===== src/rtl/fifo_pkg.sv =====
// Shared types and helpers for the level-reporting FIFO.
package fifo_pkg;

  typedef enum logic {FIFO_MODE_REG, FIFO_MODE_FWFT} fifo_mode_t;

  // Wrapping pointer increment for arbitrary (non power-of-two) depths.
  function automatic int unsigned ptr_incr(input int unsigned ptr, input int unsigned depth);
    return (ptr == depth - 1) ? 32'd0 : ptr + 32'd1;
  endfunction

  // Width needed to hold an entry count in the range 0..depth.
  function automatic int lvl_w(input int depth);
    return $clog2(depth + 1);
  endfunction

endpackage


===== src/rtl/fifo_mem.sv =====
// Storage array: one synchronous write port, one asynchronous read port.
module fifo_mem #(
  parameter int DEPTH = 8,
  parameter int WIDTH = 8,
  localparam int AW = $clog2(DEPTH)
) (
  input  logic             clk,
  input  logic             we,
  input  logic [AW-1:0]    waddr,
  input  logic [WIDTH-1:0] wdata,
  input  logic [AW-1:0]    raddr,
  output logic [WIDTH-1:0] rdata
);

  logic [WIDTH-1:0] mem [DEPTH];

  // Write port; contents are deliberately left unreset.
  always_ff @(posedge clk) begin
    if (we) mem[waddr] <= wdata;
  end

  assign rdata = mem[raddr];

endmodule


===== src/rtl/fifo_lvl.sv =====
// Single-clock FIFO with fill level, almost-full/empty thresholds,
// sticky error flags, synchronous flush and selectable read mode.
module fifo_lvl
  import fifo_pkg::*;
#(
  parameter int         DEPTH     = 8,
  parameter int         WIDTH     = 8,
  parameter int         AFULL_TH  = DEPTH - 1,
  parameter int         AEMPTY_TH = 1,
  parameter fifo_mode_t MODE      = FIFO_MODE_FWFT
) (
  input  logic                      clk,
  input  logic                      rst_n,
  input  logic                      flush,
  input  logic                      clr_err,
  input  logic                      push,
  input  logic [WIDTH-1:0]          wdata,
  input  logic                      pop,
  output logic [WIDTH-1:0]          rdata,
  output logic                      rdata_valid,
  output logic                      full,
  output logic                      empty,
  output logic                      almost_full,
  output logic                      almost_empty,
  output logic [lvl_w(DEPTH)-1:0]   level,
  output logic                      overflow,
  output logic                      underflow
);

  localparam int PW = $clog2(DEPTH);
  localparam int LW = lvl_w(DEPTH);

  if (DEPTH < 2 || WIDTH < 1 || AFULL_TH < 1 || AFULL_TH > DEPTH ||
      AEMPTY_TH < 0 || AEMPTY_TH > DEPTH - 1) begin : g_param_err
    $error("fifo_lvl: parameter out of range (DEPTH=%0d WIDTH=%0d AFULL_TH=%0d AEMPTY_TH=%0d)",
           DEPTH, WIDTH, AFULL_TH, AEMPTY_TH);
  end

  logic [PW-1:0]    wptr;
  logic [PW-1:0]    rptr;
  logic [WIDTH-1:0] mem_rdata;
  logic             pop_ok;
  logic             push_ok;
  logic             pop_acc;
  logic             push_acc;

  // Status decodes come from the registered level only.
  assign empty        = (level == '0);
  assign full         = (level == LW'(DEPTH));
  assign almost_full  = (level >= LW'(AFULL_TH));
  assign almost_empty = (level <= LW'(AEMPTY_TH));

  // A push into a full FIFO is legal when the head is popped in the same cycle.
  assign pop_ok   = pop && !empty;
  assign push_ok  = push && (!full || pop_ok);
  assign pop_acc  = pop_ok && !flush;
  assign push_acc = push_ok && !flush;

  // Pointers, level and sticky error flags; flush wins over everything else.
  always_ff @(posedge clk or negedge rst_n) begin
    if (!rst_n) begin
      wptr      <= '0;
      rptr      <= '0;
      level     <= '0;
      overflow  <= 1'b0;
      underflow <= 1'b0;
    end else if (flush) begin
      wptr      <= '0;
      rptr      <= '0;
      level     <= '0;
      overflow  <= 1'b0;
      underflow <= 1'b0;
    end else begin
      if (push_acc) wptr <= PW'(ptr_incr(32'(wptr), 32'(DEPTH)));
      if (pop_acc)  rptr <= PW'(ptr_incr(32'(rptr), 32'(DEPTH)));
      level <= level + LW'(push_acc) - LW'(pop_acc);
      if (push && !push_ok)  overflow  <= 1'b1;
      else if (clr_err)      overflow  <= 1'b0;
      if (pop && !pop_ok)    underflow <= 1'b1;
      else if (clr_err)      underflow <= 1'b0;
    end
  end

  fifo_mem #(
    .DEPTH (DEPTH),
    .WIDTH (WIDTH)
  ) u_mem (
    .clk   (clk),
    .we    (push_acc),
    .waddr (wptr),
    .wdata (wdata),
    .raddr (rptr),
    .rdata (mem_rdata)
  );

  if (MODE == FIFO_MODE_FWFT) begin : g_fwft
    assign rdata       = mem_rdata;
    assign rdata_valid = !empty;
  end else begin : g_reg
    logic [WIDTH-1:0] rdata_p1;
    logic             vld_p1;

    // Registered read: head word captured on an accepted pop, valid for one cycle.
    always_ff @(posedge clk or negedge rst_n) begin
      if (!rst_n) begin
        rdata_p1 <= '0;
        vld_p1   <= 1'b0;
      end else if (flush) begin
        vld_p1   <= 1'b0;
      end else begin
        vld_p1 <= pop_acc;
        if (pop_acc) rdata_p1 <= mem_rdata;
      end
    end

    assign rdata       = rdata_p1;
    assign rdata_valid = vld_p1;
  end

endmodule


===== config.mk =====
export PLATFORM = sky130hd
export DESIGN_NAME = fifo_lvl
export DESIGN_NICKNAME = d
export VERILOG_FILES = /design/src/rtl/fifo_pkg.sv /design/src/rtl/fifo_mem.sv /design/src/rtl/fifo_lvl.sv
export SDC_FILE = /design/constraint.sdc
export NUM_CORES = 1
export LEC_CHECK = 0
export CAP_MARGIN = 10
export CORE_MARGIN = 5
export CORE_UTILIZATION = 60
export CTS_CLUSTER_DIAMETER = 150
export CTS_CLUSTER_SIZE = 8
export DETAILED_ROUTE_END_ITERATION = 7
export PLACE_DENSITY_LB_ADDON = 0.05
export SLEW_MARGIN = 20
export SYNTH_ARGS = -nofsm -noshare
export SYNTH_HDL_FRONTEND = slang
export SYNTH_SLANG_ARGS = --single-unit

===== constraint.sdc =====
create_clock -name clk -period 3.8 [get_ports clk]
set_input_delay 0.76 -clock clk [delete_from_list [all_inputs] [get_ports clk]]
set_output_delay 0.76 -clock clk [all_outputs]
set_load 0.005 [all_outputs]

==> results of run 1 <==
[registers in the layout, summed over array words and instances (netlist names)]
signal,count
rptr,3
u_mem.mem,64
level,4
wptr,3
underflow,1
overflow,1
[layout make-up]
class	instances	area, µm²
tap	72	90.1
multi-input combinational	99	985
inverter	10	37.5
fill	333	1500
clock inverter	6	72.6
clock buffer	10	128
timing repair buffer	43	403
sequential	76	2220
[cell usage in the layout (no fill, tap or decap), types with 2 or more instances in the layout]
master | netlist | routed
clkbuf_8 | 0 | 9
a21oi_1 | 7 | 7
nand3_1 | 6 | 6
o211ai_1 | 2 | 2
clkdlybuf4s50_1 | 0 | 32
dfrtp_1 | 12 | 12
nand2b_1 | 3 | 3
nand4b_1 | 4 | 4
nor2b_1 | 6 | 6
nor3b_1 | 2 | 2
o21ai_0 | 3 | 3
ha_1 | 12 | 12
o2111ai_1 | 2 | 2
nor3_1 | 3 | 3
mux2_2 | 9 | 9
edfxtp_1 | 64 | 64
nor2_1 | 10 | 10
inv_1 | 10 | 10
buf_4 | 1 | 11
clkinv_4 | 0 | 3
mux4_2 | 16 | 16
nand2_1 | 6 | 6
[layer usage]
metal	wire (µm)	global-route usage [%]
met1	2480	22.8
met2	3280	32.8
met3	264	3.43
met4	103	9.06
met5	0	0
[critical path: cells and delay by family (launching register included)]
| family | cells | cell delay (ns) |
|---|---|---|
| muxes | 2 | 0.86 |
| buffers and inverters | 1 | 0.44 |
| DFF | 1 | 0.73 |
[power by group]
| part | internal (mW) | switching [mW] | total, mW |
|---|---|---|---|
| logic | 0.341 | 0.252 | 0.592 |
| registers | 0.958 | 0.0604 | 1.02 |
| clock network | 0.309 | 0.298 | 0.607 |
| total | 1.61 | 0.610 | 2.22 |
[final timing paths]
| kind | endpoint | depth (start not counted) | slack [ns] | startpoint |
|---|---|---|---|---|
| min in group asynchronous | wptr[0] | 1 | 0.79 | rst_n |
| worst min-delay path | overflow | 1 | 0.51 | overflow |
| worst max register to register | level[2] | 11 | 0.95 | level[2] |
| worst min register to register | overflow | 1 | 0.51 | overflow |
| max in group asynchronous | rptr[0] | 1 | 2.62 | rst_n |
| worst max-delay path | rdata[6] | 3 | 0.66 | rptr[2] |
[stage by stage]
stage	hold slack [ns]	utilization (%)	worst slack (ns)	std cells	power, mW
after floorplan	0.464	-	1.16	195	1.36
after global placement	0.488	68.7	0.736	300	1.60
after detailed placement	0.488	68.7	0.581	300	1.63
after CTS	0.510	72.4	0.596	316	2.24
after global routing	0.548	72.4	0.538	316	2.34
final	0.511	72.4	0.662	316	2.22
[kinds of logic (layout without fill, tap and decap cells)]
family                   after synthesis  after routing  share of synthesized area (%)
multiplexers                          25             25                           14.0
AND/OR/NAND/NOR                       44             44                           7.36
AO/OA/AOI/OAI                         16             16                           3.07
flip-flops                            76             76                           67.4
adder cells (fa/ha/maj)               13             13                           5.16
XOR/XNOR                               1              1                          0.266
buffers and inverters                 20             69                           2.77
==> qor.txt, run 1 <==
Tmin final = 3.14 ns
DR iter-0 viols = 162
PwrDens = 563 mW/mm²
Post-synthesis async set-or-reset flop share = 15.8%
Detailed-route via count = 1807
Clk pin slew, worst setup/hold paths = 0.08 ns
Setup TNS = 0 ns
Initial Util = 60.6%
Die Y = 84.1 µm
Share of layout cells above drive strength 1 = 21.7%
Area leader, netlist = edfxtp_1
CP max-delay cell = dfrtp_1
CTS tree = yes
Final #Nets = 266
Layout area overhead = 19.4%
Crit path kind = flop to output pin
CP Cell Sequence = mux4_2 > mux2_2 > clkdlybuf4s50_1
Crit end category = output pin
Syn Area/Cell = 16.9 µm²
Drt first pass iters = 4
CTS root buffer = clkbuf_8
Setup Skew = 0.00778 ns
CP required = 3.04 ns
Largest net degree at the start of global routing = 19
Count of different cell masters after synthesis = 31
DRT Wirelength = 6120 µm
Synth area leaders = edfxtp_1, mux4_2, dfrtp_1, ha_1, mux2_2
Mapped cell area = 0.00330 mm²
Final setup fails = 0
# diodes = 0
Slew Limit Fails = 0
Largest stage delay, worst path = 0.73 ns
Grt total ovfl = 0
DIE AREA = 0.00708 mm²
CP Launch Type = flop
Fin area = 0.00394 mm²
Synth Register Bits = 76
Row count = 27
DPL Wire Length = 4210 µm
Worst-Skew Late Latency = 0.35 ns
Hold_buf cts = 0
CP arrival = 2.38 ns
Highest Clock Rate = 319 MHz
Most used flip-flop cell after synthesis = edfxtp_1
Least-Margin Pin Slew = 0.603 ns
Total GRT Usage = 18.9%
Die W = 84.1 µm
CTS Buf Count = 9
Number of enable-type register cells in the synthesized netlist = 64
Antenna violations before repair = 0
Final Hold Viols = 0
Io pins = 33
DRC errors left = 0
Dpl cell area = 0.00374 mm²
Commonest cells in the netlist = edfxtp_1, mux4_2, dfrtp_1, ha_1
Port Buffers = 32
Synth warnings = 0
Max FO, Critical Path = 13
Via density = 5.72
Drt wl/cell = 19.4 µm
Worst slew margin = 59.8%
Post-synth top area share = 58.3%
Sequential-to-total area share from yosys stat = 67.4%
Routability cong. = 0.893
CTS Buffer Depth = 2
CTS H-tree depth = 3
Period utilisation layout = 82.6%
First-pass GRT wire length = 9960 µm
Hold/Removal Path Class = flop to flop
ANT nets after route = 0
Max IR drop VDD = 0.409 mV
Run status = finished clean
Net count after synthesis = 222
Pleak = 1.38 nW
Syn Inst Count = 195
Clock Sinks = 76
# resized after CTS = 0
Count leader, synth = edfxtp_1
Vias in the first global route = 1931
Core Box Area = 0.00544 mm²
Maxcap violations = 0
Post-CTS setup buffers = 0
RSZ-0062 raised after global routing = false
No activity file was read; power rests on OpenSTA's default activity.
==> run 2: changes to the inputs <==
--- a/config.mk
+++ b/config.mk
@@ -7,7 +7,7 @@
 export LEC_CHECK = 0
 export CAP_MARGIN = 10
 export CORE_MARGIN = 5
-export CORE_UTILIZATION = 60
+export CORE_UTILIZATION = 56
 export CTS_CLUSTER_DIAMETER = 150
 export CTS_CLUSTER_SIZE = 8
 export DETAILED_ROUTE_END_ITERATION = 7
==> constraint.sdc (replaced) <==
create_clock -name clk -period 2.92 [get_ports clk]
set_input_delay 0.584 -clock clk [delete_from_list [all_inputs] [get_ports clk]]
set_output_delay 0.584 -clock clk [all_outputs]
set_load 0.005 [all_outputs]
==> qor.txt, run 2 (synthesis results as in run 1) <==
Run status = finished clean
Period utilisation layout = 95.5%
PwrDens = 695 mW/mm²
DRT Wirelength = 6130 µm
Worst-Skew Late Latency = 0.33 ns
CP Launch Type = flop
CTS Buf Count = 9
CTS tree = yes
Tmin final = 2.79 ns
DRC errors left = 0
Total power draw = 2.77 mW
Least-Margin Pin Slew = 0.589 ns
Pleak = 1.41 nW
First-pass GRT wire length = 9850 µm
Clock Sinks = 76
Drt first pass iters = 4
Layout area overhead = 20.7%
Pre-CTS setup slack = 0.228 ns
DPL Wire Length = 4420 µm
Biggest regs = u_mem.mem x64, level x4
Top reg by flops = u_mem.mem
Via density = 5.64
Maxcap violations = 0
CTS H-tree depth = 3
Slew Limit Fails = 0
Max IR drop VDD = 0.488 mV
# diodes = 0
Largest net degree at the start of global routing = 15
Leading cell type in the layout, fill and taps excluded = edfxtp_1
CTS Buffer Depth = 2
Hold/Removal Path Class = flop to flop
Die W = 86.7 µm
RSZ-0062 raised after global routing = false
ANT nets after route = 0
Die Y = 86.7 µm
Port Buffers = 32
Share of layout cells above drive strength 1 = 25.6%
Initial Util = 56.7%
Core Box Area = 0.00582 mm²
Hold_buf cts = 0
Setup Skew = 0.00697 ns
Final core occ = 68.4%
Total GRT Usage = 18.1%
Max reg flops = 64
Max FO, Critical Path = 5
Final Hold Viols = 0
Final #Nets = 276
Final setup fails = 0
Commonest cells after routing, fill and taps aside = edfxtp_1, clkdlybuf4s50_1, buf_4
Io pins = 33
DIE AREA = 0.00752 mm²
Routability cong. = 0.817
Drt wl/cell = 18.6 µm
CP required = 2.34 ns
Vias in the first global route = 1960
CP arrival = 2.21 ns
Crit path kind = flop to output pin
Detailed-route via count = 1856
Setup ws final = 0.131 ns
CTS root buffer = clkbuf_8
Grt total ovfl = 0
Crit end category = output pin
Setup TNS = 0 ns
Highest Clock Rate = 359 MHz
Clk pin slew, worst setup/hold paths = 0.07 ns
DR iter-0 viols = 99
Worst slew margin = 60.6%
Antenna violations before repair = 0
Row count = 28
## run 2: cell count changes in the layout (fill, tap and decap cells not counted), moves of 2 or more
cell / delta
buf_4: +10
clkinv_2: +2
clkinv_4: -3
inv_1: -2
inv_2: +2
## run 2: what timing repair did
item / in CTS / in global routing
setup buffers: 0 / 0
setup endpoints to repair: 0 / 2
resized for setup: 0 / 4
## run 2: path summary, 6_finish.rpt
check | from | end | slack, ns | cells past startpoint
setup reg to reg | level[3] | level[2] | 0.22 | 11
setup / recovery | level[3] | empty | 0.13 | 5
hold / removal | overflow | overflow | 0.52 | 1
hold reg to reg | overflow | overflow | 0.52 | 1
min in group asynchronous | rst_n | level[3] | 0.62 | 1
max in group asynchronous | rst_n | rptr[2] | 1.88 | 1
## run 2: layout make-up
cell class / count / area (µm²)
clock buffers: 11 / 131
clock inverters: 5 / 28.8
fillers: 426 / 1840
multi-input cells: 99 / 987
flip-flops and latches: 76 / 2220
repair buffers: 53 / 478
inverters: 10 / 37.5
well taps: 75 / 93.8
## run 2: worst max-delay path, cell delays in order (launching register included)
cell	delay (ns)
dfrtp_1	0.39
inv_1	0.12
ha_2	0.23
or3b_2	0.52
inv_2	0.11
clkdlybuf4s50_1	0.50
## run 2: where the power goes
group          switching, mW  total (mW)  internal (mW)  leakage (nW)
sequential            0.0766        1.32           1.25         0.738
clock                  0.354       0.657          0.303        0.0768
combinational          0.325       0.785          0.460         0.595
## run 2: stage by stage
step	instance area, µm²	hold WS, ns	instances
2_1_floorplan	3300	0.288	195
3_3_place_gp	3820	0.506	313
3_5_place_dp	3820	0.504	313
4_1_cts	3980	0.525	329
5_1_grt	3980	0.548	329
6_report	3980	0.524	329
## run 2: metal layers
layer  vias up  GRT usage, %  part of all wire, %
met1       946          22.2                   42
met4         0          5.10                  1.1
li1        864             -                    -
met5         -             0                    0
met3         8          4.75                  4.4
met2        38          31.6                   52
==> run 3: changes to the inputs <==
--- a/config.mk
+++ b/config.mk
@@ -11,6 +11,7 @@
 export CTS_CLUSTER_DIAMETER = 150
 export CTS_CLUSTER_SIZE = 8
 export DETAILED_ROUTE_END_ITERATION = 7
+export GPL_TIMING_DRIVEN = 0
 export PLACE_DENSITY_LB_ADDON = 0.05
 export SLEW_MARGIN = 20
 export SYNTH_ARGS = -nofsm -noshare
==> qor.txt, run 3 (synthesis results as in run 1) <==
Final core occ = 69.3%
Setup Skew = 0.00692 ns
Psw = 0.805 mW
Clock Sinks = 76
Io pins = 33
Clk pin slew, worst setup/hold paths = 0.08 ns
Clk pwr share = 28.3%
Finished Layout Cells = 324
Max reg flops = 64
Crit path kind = flop to output pin
Internal Power = 2.22 mW
Leading cell type in the layout, fill and taps excluded = edfxtp_1
Share of layout cells above drive strength 1 = 26.1%
Routability cong. = 0.893
Slew Limit Fails = 0
Area of the multi-input gates = 0.00102 mm²
Highest Clock Rate = 354 MHz
Worst-Skew Late Latency = 0.34 ns
Die Y = 86.7 µm
Layout area overhead = 22.2%
Biggest regs = u_mem.mem x64, level x4
Worst slew margin = 31.4%
Total GRT Usage = 19.7%
Final setup fails = 0
Pleak = 1.41 nW
Max FO, Critical Path = 10
DRC errors left = 0
Run status = finished clean
Max IR drop VDD = 0.459 mV
Cell family with most CP delay = multiplexers
RR Startpoint = level[2]
Crit end category = output pin
Largest stage delay, worst path = 0.49 ns
Hold_buf cts = 0
Tmin final = 2.83 ns
Initial Util = 56.7%
Period utilisation layout = 96.8%
Port Buffers = 31
CTS root buffer = clkbuf_8
Core Box Area = 0.00582 mm²
PwrDens = 751 mW/mm²
CP required = 2.34 ns
Grt total ovfl = 0
CP max-delay cell = mux4_2
Sw Share = 26.6%
Combinational share of power = 28.7%
Hold/Removal Path Class = flop to flop
Maxcap violations = 0
Register area = 0.00222 mm²
Flop pwr share = 43.0%
Die W = 86.7 µm
Least-Margin Pin Slew = 1.02 ns
# placed instances = 304
Via density = 5.81
RSZ-0062 raised after global routing = false
Top reg by flops = u_mem.mem
ANT nets after route = 0
DIE AREA = 0.00752 mm²
First-pass GRT wire length = 10500 µm
CTS Buf Count = 9
Commonest cells after routing, fill and taps aside = edfxtp_1, clkdlybuf4s50_1, mux4_2
Largest net degree at the start of global routing = 14
Row count = 28
Crit path from = rptr[1]
Filler instances = 395
Worst Hold Launch = overflow
CP arrival = 2.24 ns
CTS Buffer Depth = 2
Worst Path Buf+Inv = 3
CTS H-tree depth = 3
DRT Wirelength = 6470 µm
Final #Nets = 271
Drt wl/cell = 20.0 µm
CP Launch Type = flop
DPL Wire Length = 4330 µm
Drt first pass iters = 4
Total power draw = 3.03 mW
Vias in the first global route = 1975
DR iter-0 viols = 126
CP Cell Sequence = buf_8 > buf_12 > mux4_2 > mux2_2 > clkdlybuf4s50_1
Tightest hold margin = 0.530 ns
Final Hold Viols = 0
Detailed-route via count = 1884
# diodes = 0
Antenna violations before repair = 0
CTS tree = yes
-- run 3: what timing repair did --
action                                  4_1_cts  5_1_grt
endpoints found under the setup margin        8        5
endpoints found under the hold margin         0        0
setup buffers                                 4        1
gates resized for setup                      10        3
-- run 3: metrics by stage --
step | setup slack, ns | area [µm²] | TNS [ns]
global placement | -0.640 | 3700 | -17.09
finish | 0.0942 | 4030 | 0
global route | 0.000267 | 4030 | 0
floorplan | 0.277 | 3300 | 0
CTS | 0.0365 | 4020 | 0
detailed placement | -0.216 | 3740 | -5.81
-- run 3: layout make-up --
type	count	share of cell area, %
Timing Repair Buffer	39	9.19
Sequential cell	76	55.1
Buffer	9	1.77
Inverter	10	0.931
Clock buffer	10	3.17
Clock inverter	6	2.17
Tap cell	75	2.33
Multi-Input combinational cell	99	25.3
-- run 3: layer usage --
layer	share of wire (%)	wire length [µm]	up-vias	GRT usage, %
met5	0	0	-	0
met4	1.3	85	0	8.22
met3	4.8	312	10	5.23
met2	51	3330	65	31.8
met1	42	2750	955	25.3
li1	-	-	854	-
-- run 3: worst paths after layout --
path,end,slack (ns),depth (start not counted)
worst max-delay path,rdata[1],0.09,5
worst min-delay path,overflow,0.53,1
worst max register to register,level[2],0.23,11
worst min register to register,overflow,0.53,1
max in group asynchronous,wptr[1],1.93,1
min in group asynchronous,level[3],0.61,1
-- run 3: power groups by stage --
stage	Combinational [mW]	Clock (mW)	Sequential, mW
4_1_cts	0.878	0.877	1.30
6_report	0.868	0.858	1.30
3_5_place_dp	0.827	0	1.32
2_1_floorplan	0.458	0	1.31
3_3_place_gp	0.793	0	1.32
5_1_grt	0.965	0.933	1.31
==> RTL change 1, RTL diff (flow settings as in run 2) <==
Register the output `underflow` once more, without a reset; this adds one clock of latency there. The other outputs are not delayed to match.
--- a/src/rtl/fifo_lvl.sv
+++ b/src/rtl/fifo_lvl.sv
@@ -29,6 +29,8 @@
 
   localparam int PW = $clog2(DEPTH);
   localparam int LW = lvl_w(DEPTH);
+
+  logic underflow_s0;
 
   if (DEPTH < 2 || WIDTH < 1 || AFULL_TH < 1 || AFULL_TH > DEPTH ||
       AEMPTY_TH < 0 || AEMPTY_TH > DEPTH - 1) begin : g_param_err
@@ -63,21 +65,21 @@
       rptr      <= '0;
       level     <= '0;
       overflow  <= 1'b0;
-      underflow <= 1'b0;
+      underflow_s0 <= 1'b0;
     end else if (flush) begin
       wptr      <= '0;
       rptr      <= '0;
       level     <= '0;
       overflow  <= 1'b0;
-      underflow <= 1'b0;
+      underflow_s0 <= 1'b0;
     end else begin
       if (push_acc) wptr <= PW'(ptr_incr(32'(wptr), 32'(DEPTH)));
       if (pop_acc)  rptr <= PW'(ptr_incr(32'(rptr), 32'(DEPTH)));
       level <= level + LW'(push_acc) - LW'(pop_acc);
       if (push && !push_ok)  overflow  <= 1'b1;
       else if (clr_err)      overflow  <= 1'b0;
-      if (pop && !pop_ok)    underflow <= 1'b1;
-      else if (clr_err)      underflow <= 1'b0;
+      if (pop && !pop_ok)    underflow_s0 <= 1'b1;
+      else if (clr_err)      underflow_s0 <= 1'b0;
     end
   end
 
@@ -117,5 +119,9 @@
     assign rdata_valid = vld_p1;
   end
 
+  always_ff @(posedge clk) begin
+    underflow <= underflow_s0;
+  end
+
 endmodule
 
Formal check against the unedited RTL: not equivalent (a bounded check fails within 4 cycles, from zero or initial values and one cycle with rst_n low).
==> RTL change 1 against run 2 <==
- critical endpoint is now rdata[0]
- critical path type unchanged
- worst setup slack better by 2.1 ps
- routed wire length fell by 1.2%
- synthesized area increased by 0.61%
- cell area rose by 0.60%
- sequential cell count rose by 1
- largest cell class unchanged
- power increased by 6.0%
- non-clock buffer count down 7
==> RTL change 1: results (changes against run 2) <==
| Metric | Value |
|---|---|
| Status | `complete, no violations` |
| Met3 GRT Util | `4.64% (-0.12 points)` |
| Crit path from | `rptr[1]` |
| Avg WL per Cell | `18.7 um (+0.66%)` |
| Largest net degree at the start of global routing | `18 (+3)` |
| Critical Path Sink | `rdata[0]` |
| Met3 wire length | `262 um (-1.9%)` |
| Placed cell area | `3800 um^2 (-0.52%)` |
| Routability cong. | `0.868 (+6.3%)` |
| Vias in the first global route | `1,988 (+1.4%)` |
| R2r setup slk | `320 ps (+100 ps)` |
| Fillers | `403 (-5.4%)` |
| Reg2reg start | `level[2]` |
| Worst Hold Path EP | `underflow` |
| Synth cell types | `32 (+3.2%)` |
| DR iter-0 viols | `113 (+14%)` |
| Worst Tran Pin Value | `589 ps (+0.0470 ps)` |
| Overall Global Routing Usage | `18.5% (+0.39 points)` |
| Synth async-reset ratio | `15.6% (-0.21 points)` |
| Clk power | `783 uW (+19%)` |
| Max IR drop VDD | `0.455 mV (-6.7%)` |
| Slowest CP cell | `mux4_2` |
| DP Wirelength | `4150 um (-5.9%)` |
| First-pass GRT wire length | `10,000 um (+1.9%)` |
| Combinational power share | `27.4% (-1.0 points)` |
| Post-synthesis sequential area ratio | `67.6% (+0.20 points)` |
| Top cells by area, synth | `edfxtp_1 58%, mux4_2 11%, dfrtp_1 9.0%` |
| WL met1 | `2420 um (-7.0%)` |
| Min-delay src | `underflow_s0` |
| Inst Count DP | `307 (-1.9%)` |
| P_leak | `1.40 nW (-0.63%)` |
| Cell depth of the worst hold path | `0 (-1)` |
| Syn nets | `223 (+0.45%)` |
| Worst Path Max Fanout | `16 (+11)` |
| Top cell family by delay on the critical path | `multiplexers` |
| P_sw | `799 uW (+5.6%)` |
-- RTL change 1: area by class of cell --
type | instances | area, um^2 | area share (%)
repair buffers | 46 | 438 | 10.9
multi-input cells | 99 | 992 | 24.8
clock inverters | 7 | 75.1 | 1.88
inverters | 10 | 37.5 | 0.938
well taps | 75 | 93.8 | 2.34
flip-flops and latches | 77 | 2240 | 56.0
clock buffers | 9 | 124 | 3.09
-- RTL change 1: cell families after synthesis --
logic type | count (synthesis) | share of synthesized area [%]
muxes | 25 | 13.9
buffers and inverters | 20 | 2.75
xor gates and xnor gates | 1 | 0.264
adders and majority gates | 13 | 5.13
DFF | 77 | 67.6
AOI/OAI and AO/OA | 16 | 3.05
and+or+nand+nor | 44 | 7.32
-- RTL change 1: stage by stage --
stage | total power, mW | worst slack, ps
detailed placement | 2.17 | 161
finish | 2.93 | 133
floorplan | 1.79 | 277
CTS | 2.96 | 23.0
global route | 3.11 | 31.7
global placement | 2.13 | 280
==> RTL change 2, RTL diff (config.mk and constraints of run 2) <==
Without the edit above. `WIDTH` is set to 8 in 2 places; all go to 6.
--- a/src/rtl/fifo_mem.sv
+++ b/src/rtl/fifo_mem.sv
@@ -1,7 +1,7 @@
 // Storage array: one synchronous write port, one asynchronous read port.
 module fifo_mem #(
   parameter int DEPTH = 8,
-  parameter int WIDTH = 8,
+  parameter int WIDTH = 6,
   localparam int AW = $clog2(DEPTH)
 ) (
   input  logic             clk,
--- a/src/rtl/fifo_lvl.sv
+++ b/src/rtl/fifo_lvl.sv
@@ -4,7 +4,7 @@
   import fifo_pkg::*;
 #(
   parameter int         DEPTH     = 8,
-  parameter int         WIDTH     = 8,
+  parameter int         WIDTH     = 6,
   parameter int         AFULL_TH  = DEPTH - 1,
   parameter int         AEMPTY_TH = 1,
   parameter fifo_mode_t MODE      = FIFO_MODE_FWFT
Interface: changed (resized rdata and wdata); port bits go from 33 to 29. The function was not compared with the original's and may differ.
==> RTL change 2 against run 2 <==
- cell area shrank 17%
- sequential power shrank 20%
- synthesized area shrank 19%
- power decreased by 12%
- largest power group unchanged
- routed wire length down 11%
- worst setup slack worse by 2.1 ps
- sequential cell count decreased by 16
- critical path depth decreased by 1
- hold slack worse by 6.0 ps
- synthesized cell count decreased by 12%
- critical path type unchanged
==> RTL change 2: results (changes against run 2) <==
| Metric | Value |
|---|---|
| Reg clk slew, reported paths | `60 ps` |
| CTS Buf Count | `9 (unchanged)` |
| Worst Hold Path EP | `overflow` |
| Largest stage delay, worst path | `500 ps (-20 ps)` |
| Routability cong. | `0.823 (+0.71%)` |
| Placed cell area | `3130 um^2 (-18%)` |
| Via density per instance | `5.90 (+4.6%)` |
| First-pass GRT wire length | `8860 um (-10%)` |
| Rel. slew slack | `59.2% (-1.4 points)` |
| Diode count | `0 (unchanged)` |
| Clk buf depth | `2 (unchanged)` |
| Reg2reg start | `level[2]` |
| Highest metal used | `met4` |
| DR pass1 iterations | `4 (unchanged)` |
| Final setup viols | `0 (unchanged)` |
| Worst R2R End | `level[2]` |
| Routed length on met2 | `2750 um (-14%)` |
| Overall routed net length | `5440 um (-11%)` |
| Synth cell types | `28 (-9.7%)` |
| Largest net degree at the start of global routing | `17 (+2)` |
| Final Hold Slack | `518 ps (-5.98 ps)` |
| Post-synth top cells | `48 x edfxtp_1, 12 x dfrtp_1, 12 x ha_1, 12 x mux4_2` |
| Met3 wire length | `256 um (-4.1%)` |
| I/O Buffers | `28 (-13%)` |
| Max IR drop VDD | `0.456 mV (-6.5%)` |
| DP Wirelength | `3800 um (-14%)` |
| Synth async-reset ratio | `20.0% (+4.2 points)` |
| Slowest CP cell | `mux4_2` |
| Top cell family by delay on the critical path | `multiplexers` |
| # nets final | `243 (-12%)` |
| Fillers | `316 (-26%)` |
| Biggest regs | `u_mem.mem (48), level (4)` |
| Initial antenna violation count | `0 (unchanged)` |
| Setup bufs post-CTS | `0 (unchanged)` |
| Worst Path Max Fanout | `10 (+5)` |
| Top cells by area, synth | `edfxtp_1 54%, dfrtp_1 11%, mux4_2 10%` |
| R2r setup slk | `290 ps (+70 ps)` |
| Post-place setup slack | `266 ps (+38.2 ps)` |
| Syn nets | `196 (-12%)` |
| Worst-skew pair later-pin latency | `330 ps (about the same)` |
| Vias in the first global route | `1,699 (-13%)` |
| Post-synthesis sequential area ratio | `64.9% (-2.5 points)` |
| DR iter-0 viols | `164 (+66%)` |
| H-tree levels | `3 (unchanged)` |
| Cell depth of the worst hold path | `1 (unchanged)` |
| P_leak | `1.21 nW (-14%)` |
| Post-synth EDFFs | `48 (-25%)` |
| Crit path arrival time | `2210 ps (about the same)` |
| Post-Route Skew | `5.02 ps (-1.94 ps)` |
| WL met1 | `2350 um (-9.6%)` |
| Status | `complete, no violations` |
| Overall Global Routing Usage | `19.5% (+1.4 points)` |
| Share of cells above drive strength 1 | `22.7% (-2.9 points)` |
| Yosys Warn Count | `0 (unchanged)` |
-- RTL change 2: cell count changes after synthesis, moves of 2 or more --
| cell | before | now |
|---|---|---|
| buf_2 | 4 | 2 |
| clkbuf_1 | 3 | 5 |
| edfxtp_1 | 64 | 48 |
| mux2_2 | 9 | 6 |
| mux4_2 | 16 | 12 |
-- RTL change 2: worst max path at each step --
stage / startpoint / endpoint / slack [ps] / cells after the start
2_1_floorplan: level[2] / level[2] / 420 / 12
3_3_place_gp: push / level[2] / 320 / 9
3_5_place_dp: push / level[2] / 270 / 9
4_1_cts: rptr[1] / rdata[2] / 30 / 4
5_1_grt: level[2] / full / 20 / 5
6_report: rptr[1] / rdata[2] / 130 / 4
-- RTL change 2: stage by stage --
step,instances,total power [mW]
floorplan,171,1.43
global placement,261,1.73
detailed placement,261,1.77
CTS,274,2.43
global route,274,2.56
finish,274,2.43
-- RTL change 2: kinds of logic after synthesis --
group / after synthesis / synth area share, %
fa+ha+maj: 13 / 6.34
buf+inv: 18 / 2.66
compound gates: 18 / 4.15
flops: 60 / 64.9
xor+xnor: 1 / 0.326
mux: 18 / 12.6
simple gates: 43 / 9.04
-- RTL change 2: area by class of cell --
class | count | area, um^2 | area share (%)
clock buffers | 9 | 124 | 3.75
flip-flops and latches | 60 | 1740 | 52.8
inverters | 10 | 37.5 | 1.14
well taps | 54 | 67.6 | 2.05
multi-input cells | 93 | 873 | 26.4
clock inverters | 4 | 43.8 | 1.33
repair buffers | 44 | 413 | 12.5
-- RTL change 2: routing by layer --
| layer | vias to the layer above | GRT usage [%] |
|---|---|---|
| met4 | 0 | 7.90 |
| met3 | 10 | 4.20 |
| met2 | 47 | 30.2 |
| met1 | 810 | 26.9 |
| met5 | - | 0 |
| li1 | 750 | - |
-- RTL change 2: power by group --
part           switching, mW  internal [mW]  leakage (nW)
logic                  0.298          0.401         0.526
clock network          0.300          0.374        0.0882
registers             0.0727          0.987         0.594
total                  0.671           1.76          1.21
